[src/rtl/bcd_pkg.sv]
// Shared types and constants for the decimal entry / display paths.
// SEG7_INPUT_EN selects a 7-bit active-low segment input instead of plain BCD.
package bcd_pkg;

   typedef enum logic [0:0] {
      COLLECT = 1'b0,
      HOLD    = 1'b1
   } state_t;

   // Active-low abcdefg patterns, shared with the display encoders
   localparam logic [6:0] SEG_0 = 7'b0000001;
   localparam logic [6:0] SEG_1 = 7'b1001111;
   localparam logic [6:0] SEG_2 = 7'b0010010;
   localparam logic [6:0] SEG_3 = 7'b0000110;
   localparam logic [6:0] SEG_4 = 7'b1001100;
   localparam logic [6:0] SEG_5 = 7'b0100100;
   localparam logic [6:0] SEG_6 = 7'b0100000;
   localparam logic [6:0] SEG_7 = 7'b0001111;
   localparam logic [6:0] SEG_8 = 7'b0000000;
   localparam logic [6:0] SEG_9 = 7'b0000100;

`ifdef SEG7_INPUT_EN
   localparam int DIGIT_W = 7;
`else
   localparam int DIGIT_W = 4;
`endif

endpackage

[src/rtl/seg7_to_bcd.sv]
// Combinational decode of an active-low 7-segment pattern into a BCD digit.
// Patterns outside 0..9 raise invalid and return digit 0.
module seg7_to_bcd
   import bcd_pkg::*;
(
   input  logic [6:0] seg,
   output logic [3:0] digit,
   output logic       invalid
);

   always_comb begin
      digit   = 4'd0;
      invalid = 1'b0;
      case (seg)
         SEG_0:   digit = 4'd0;
         SEG_1:   digit = 4'd1;
         SEG_2:   digit = 4'd2;
         SEG_3:   digit = 4'd3;
         SEG_4:   digit = 4'd4;
         SEG_5:   digit = 4'd5;
         SEG_6:   digit = 4'd6;
         SEG_7:   digit = 4'd7;
         SEG_8:   digit = 4'd8;
         SEG_9:   digit = 4'd9;
         default: invalid = 1'b1;
      endcase
   end

endmodule

[src/rtl/bcd_entry_decoder.sv]
// Serial decimal digit entry (MSD first) accumulated into an unsigned binary value.
// Build option SEG7_INPUT_EN: digitIn is a 7-segment pattern decoded by seg7_to_bcd.
//
// state   | meaning
// COLLECT | accepting digits, waiting for enter
// HOLD    | binOut presented, waiting for binReady
module bcd_entry_decoder
   import bcd_pkg::*;
#(
   parameter int WIDTH      = 8,
   parameter int MAX_DIGITS = 3,
   localparam int CNT_W     = $clog2(MAX_DIGITS + 1)
) (
   input  logic               clk,
   input  logic               rstN,
   input  logic               digitValid,
   input  logic [DIGIT_W-1:0] digitIn,
   output logic               digitReady,
   input  logic               clearIn,
   input  logic               enterIn,
   output logic [WIDTH-1:0]   binOut,
   output logic               binValid,
   input  logic               binReady,
   output logic               overflow,
   output logic               errDigit,
   output logic [CNT_W-1:0]   digitCount
);

   localparam logic [0:0] ST_COLLECT = COLLECT;
   localparam logic [0:0] ST_HOLD    = HOLD;

   logic [0:0]       state;
   logic [WIDTH+3:0] acc;
   logic [3:0]       dig;
   logic             dig_bad;

`ifdef SEG7_INPUT_EN
   seg7_to_bcd u_seg7_to_bcd (
      .seg     (digitIn),
      .digit   (dig),
      .invalid (dig_bad)
   );
`else
   assign dig     = digitIn;
   assign dig_bad = (digitIn > 4'd9);
`endif

   logic [WIDTH+7:0] acc_ext;
   logic [WIDTH+7:0] sum;
   logic             ovf_hit;
   logic             cnt_full;
   logic             dig_take;
   logic             dig_ok;
   logic             dig_rej;
   logic             ovf_next;
   logic [WIDTH+3:0] acc_upd;
   logic [CNT_W-1:0] cnt_upd;
   logic             commit;

   // Extra headroom so acc*10 never wraps before the overflow compare
   assign acc_ext  = (WIDTH+8)'(acc);
   assign sum      = (acc_ext << 3) + (acc_ext << 1) + (WIDTH+8)'(dig);
   assign ovf_hit  = |sum[WIDTH+7:WIDTH];
   assign cnt_full = (digitCount == CNT_W'(MAX_DIGITS));

   assign dig_take = digitValid && (state == ST_COLLECT);
   assign dig_ok   = dig_take && !dig_bad && !cnt_full;
   assign dig_rej  = dig_take && !dig_ok;
   assign ovf_next = overflow | (dig_ok & ovf_hit);
   assign acc_upd  = dig_ok ? sum[WIDTH+3:0] : acc;
   assign cnt_upd  = dig_ok ? digitCount + CNT_W'(1) : digitCount;
   assign commit   = enterIn && (state == ST_COLLECT) && (cnt_upd != '0);

   assign digitReady = (state == ST_COLLECT);
   assign binValid   = (state == ST_HOLD);

   always_ff @(posedge clk or negedge rstN) begin
      if (!rstN) begin
         state      <= ST_COLLECT;
         acc        <= '0;
         digitCount <= '0;
         overflow   <= 1'b0;
         binOut     <= '0;
         errDigit   <= 1'b0;
      end else begin
         errDigit <= 1'b0;
         if (clearIn) begin
            state      <= ST_COLLECT;
            acc        <= '0;
            digitCount <= '0;
            overflow   <= 1'b0;
         end else if (state == ST_COLLECT) begin
            errDigit   <= dig_rej;
            acc        <= acc_upd;
            digitCount <= cnt_upd;
            overflow   <= ovf_next;
            if (commit) begin
               state  <= ST_HOLD;
               binOut <= ovf_next ? '1 : acc_upd[WIDTH-1:0];
            end
         end else if (binReady) begin
            state      <= ST_COLLECT;
            acc        <= '0;
            digitCount <= '0;
            overflow   <= 1'b0;
         end
      end
   end

endmodule

[config.mk]
export PLATFORM = sky130hd
export DESIGN_NAME = bcd_entry_decoder
export DESIGN_NICKNAME = d
export VERILOG_FILES = /design/src/rtl/bcd_pkg.sv /design/src/rtl/seg7_to_bcd.sv /design/src/rtl/bcd_entry_decoder.sv
export SDC_FILE = /design/constraint.sdc
export NUM_CORES = 1
export LEC_CHECK = 0
export CAP_MARGIN = 10
export CORE_AREA = 2 2 61 63
export DETAILED_ROUTE_END_ITERATION = 8
export DIE_AREA = 0 0 63 65
export GPL_ROUTABILITY_DRIVEN = 0
export PLACE_DENSITY = 0.91
export SLEW_MARGIN = 30
export SYNTH_ARGS = -nofsm -noshare
export SYNTH_HDL_FRONTEND = slang
export SYNTH_SLANG_ARGS = --single-unit
[constraint.sdc]
create_clock -name clk -period 5.8 [get_ports clk]
set_clock_uncertainty 0.05 [all_clocks]
set_input_delay 1.16 -clock clk [delete_from_list [all_inputs] [get_ports clk]]
set_output_delay 1.16 -clock clk [all_outputs]
set_load 0.02 [all_outputs]
# Word-level counts from Yosys, hierarchy flattened

Cells that the tools add are included.

Flip-flop bits (word level): 25
Input port bits: 10
Output and inout port bits: 14
Word-level logic and storage cells: 49

Add/subtract/negate cells: 3
Magnitude comparators: 1
Equal/unequal tests: 2
Multiplexer cells: 18
Bitwise gates (word level): 4
Reductions and logical operators: 14

Operator list:

| kind                                                          | number |
|---|---|
| 12-bit two-way mux                                            | 4 |
| 15-bit by 13-bit adder with 16-bit output                     | 1 |
| 16-bit by 4-bit adder with 16-bit output                      | 1 |
| 1-bit two-way mux                                             | 9 |
| 2-bit two-way mux                                             | 4 |
| 8-bit two-way mux                                             | 1 |
| 8-bit OR reduction                                            | 1 |
| 1-bit logical AND                                             | 6 |
| 4-bit greater-than comparator, second input constant          | 1 |
| 1-bit logical NOT                                             | 3 |
| 3-bit != test, second input constant                          | 1 |
| 3-bit AND reduction                                           | 1 |
| 3-bit nonzero test                                            | 1 |
| 2-bit by 1-bit adder with 2-bit output, second input constant | 1 |
| 2-bit equality test, second input constant                    | 1 |
| 1-bit NOT                                                     | 2 |
| 2-bit AND reduction                                           | 1 |
| 2-bit nonzero test                                            | 1 |
| 1-bit AND                                                     | 1 |
| 1-bit bitwise OR                                              | 1 |

# Logic depth before layout (Yosys ltp)

Word-level depth: 10
Mapped depth: 11
Depth with buffers taken out: 11

# Least setup slack after synthesis

Ideal clock, no wire load.

Path kind: input to register
From: input port digitIn[3]
To: register binOut[1]
Setup time: 0.153 ns
Arrival: 3.655 ns
Required time: 5.597 ns
Setup slack: 1.942 ns
Stages: 10
Cells stage by stage: fa_1 -> inv_1 -> fa_1 -> nor2b_1 -> o2111ai_1 -> nand2_1 -> mux2i_1 -> a211o_1 -> o41ai_4 -> a41oi_1

Cells in the longest elaborated chain, start to end: 8

Ends and longest elaborated chain:

| item                                                                             | line                    | source |
|---|---|---|
| start, declared                                                                  | bcd_entry_decoder.sv:17 | `input logic [DIGIT_W-1:0] digitIn,` |
| branches (longest 8 deep; another with 16-bit by 4-bit adder with 16-bit output) | --                      |  |
| end signal, assigned                                                             | bcd_entry_decoder.sv:99 | `binOut <= ovf_next ? '1 : acc_upd[WIDTH-1:0];` |
| end, declared                                                                    | bcd_entry_decoder.sv:21 | `output logic [WIDTH-1:0] binOut,` |

Parallel ways; which one is timed is not known. The select of a mux whose other input is x is not followed.
A chain may end at the register's enable or synchronous reset.

# Final worst setup path

From: input port digitIn[3]
To: register binOut[2]

Same word-level chain as after synthesis.

==> out/results.ini <==
[clocking]
cts_max_level=1
cts_made_buffers=3
clockBufferDepth=2
clk_pin_slew_ns=0.12
cts_root_buffer=clkbuf_4
cts_resized=0
cts_tree=done
clk_latency_ns=0.32
cts.sinks=25
ctsHoldBuffers=0
post-cts-setup-buffers=0

[floorplanning]
dieArea_sq_um=4095
die_w_um=63
ioPinCount=24
initial_core_util_pct=55.98
coreArea_sq_um=3496
rows=22
die_h_um=65

[synth]
netlist_area_sq_um=1957
syn_inst=210
ys_warn_count=0
synthFlopType=dfrtp_1
syn_nets=246
async_flop_share_pct=100.0
ys_seq_area_share_pct=31.97
synth_edf_count=0
synth_seq_cells=25
avgSynthCellArea_sq_um=9.318
synth.distinct_cells=45

[routing]
drt-total-wl_um=4276
drc=0
wl_per_cell_um=15.38
vias=1672
avgViaCountPerCell=6.014
drt_iter0_drc=92
drtAntennaViolNets=0
dr.pass1.iters=4

[cells_and_area]
fin_cells=278
area_growth_pct=14.58
n_fill_cell=302
fin_nets=267
mostFrequentLayoutCell=dfrtp_1
diodes=0
utilization_pct=64.14
final_cell_mix=dfrtp_1, nor2_1, ha_1
drive_above_1_share_pct=5.652
postLayoutCellArea_sq_um=2242

[placement]
placed_area_sq_um=2213
portBuffers=23
place_inst=274
hpwl_um=3299

[timing]
report.final.setup_viol=0
fmax_mhz=230.0
maxSlewHeadroom_pct=34.92
fin_setup_tns_ns=0
min_period_ns=4.348
tightest_slew_ns=0.9687
finalMaxSlewViolations=0
hold_viol_final=0
finalCritPeriodShare_pct=74.96
rsz0062_at_grt=false

[global_routing]
grt_max_degree=26
overflow=0
grt.total_usage_pct=22.29
grt_pass1_wl_um=7113
antenna_found_initial=0
grt_pass1_vias=1516

[pwr]
p_leak_nw=1.039
swShare_pct=36.26
power.clock.fraction_pct=14.3
cell_internal_pwr_w=0.0003395
power_density_nw_per_um2=237.5
combPwrFrac_pct=42.0
p_sw_w=0.0001931
peakVddDrop_uv=268.6
p_seq_share_pct=43.7

[critical_path]
arrival_ns=4.47
start_kind=primary input
critical_path_class=primary input to flop
crit_fanout=9
cp_data_required_time_ns=5.92
crit_path_end_kind=flop

[hold_path]
hold_path.class=flop to flop

[outcome]
outcome=complete, no violations

[job]
maxCapViolations=0

[path summary, 6_finish.rpt]
path	cells after the start	start	to	slack [ns]
setup reg to reg	10	acc[0]	binOut[2]	2.32
max in group asynchronous	1	rstN	binOut[5]	4.59
min in group asynchronous	1	rstN	acc[6]	0.75
hold / removal	2	binOut[6]	binOut[6]	0.50
setup / recovery	11	digitIn[3]	binOut[2]	1.45
hold reg to reg	2	binOut[6]	binOut[6]	0.50
[worst max-delay path, cell delays in order]
cell and delay [ns]:
clkdlybuf4s50_1 0.45, fa_1 0.58, inv_1 0.06, fa_1 0.46, nor2b_1 0.17, o2111ai_1 0.18
nand2_1 0.18, mux2i_1 0.12, a211o_1 0.34, o41ai_4 0.57, a41oi_1 0.20
[synthesized netlist by cell type (2+ instances only)]
master	number	area, sq um
a211oi_1	2	15.01
a21o_1	3	22.52
a21oi_1	12	60.06
a22o_1	5	43.79
a32o_1	2	20.02
a41oi_1	7	61.31
and3_1	4	25.02
clkbuf_1	6	22.52
dfrtp_1	25	625.6
fa_1	2	40.04
ha_1	24	300.3
inv_1	10	37.54
mux2i_1	6	60.06
nand2_1	20	75.07
nand3_1	5	25.02
nor2_1	25	93.84
nor2b_1	3	18.77
nor3_1	2	10.01
o211ai_1	2	15.01
o21ai_0	13	65.06
o22a_1	3	26.28
xnor2_1	6	52.55
[routing by layer]
metal,part of all wire [%],wire (um),GRT usage (%),vias to the layer above
li1,-,-,-,822
met5,0,0,0,-
met2,48,2073,36.84,41
met3,4.0,170,4.167,4
met4,0.80,34,5.556,0
met1,47,1997,30.22,805
[layout make-up]
type                            count  area, sq um  share of cell area [%]
Clock buffer                        4        26.28                   1.172
Inverter                           10        37.54                   1.674
Multi-Input combinational cell    168         1267                   56.53
Sequential cell                    25        625.6                   27.90
Tap cell                           48        60.06                   2.679
Timing Repair Buffer               23        225.2                   10.04
[through the flow]
stage	setup WS, ns	hold slack, ns	power [W]
2_1_floorplan	1.942	0.4478	0.0003664
3_3_place_gp	1.236	0.4660	0.0004553
3_5_place_dp	1.153	0.4681	0.0004594
4_1_cts	1.482	0.4967	0.0005349
5_1_grt	1.283	0.5436	0.0005666
6_report	1.452	0.4957	0.0005326
[power by group through the flow]
stage	sequential [W]	clock, W	combinational [W]
global placement	0.000235	0	0.000220
finish	0.000233	0.0000762	0.000224
global route	0.000236	0.0000865	0.000244
detailed placement	0.000236	0	0.000224
CTS	0.000233	0.0000779	0.000224
floorplan	0.000266	0	0.0000999
[state kept, by name, summed over array words and instances (netlist names)]
signal / cells
binValid: 1
digitCount: 2
binOut: 8
errDigit: 1
overflow: 1
acc: 12
[kinds of logic (layout without fill, tap and decap cells)]
family / count (synthesis) / count (layout) / synth area share (%)
compound gates: 64 / 64 / 25.58
simple gates: 64 / 64 / 14.64
fa+ha+maj: 26 / 26 / 17.39
flops: 25 / 25 / 31.97
buf+inv: 17 / 37 / 3.645
xor+xnor: 7 / 7 / 3.133
mux: 7 / 7 / 3.645
(Power assumes the default switching activity.)
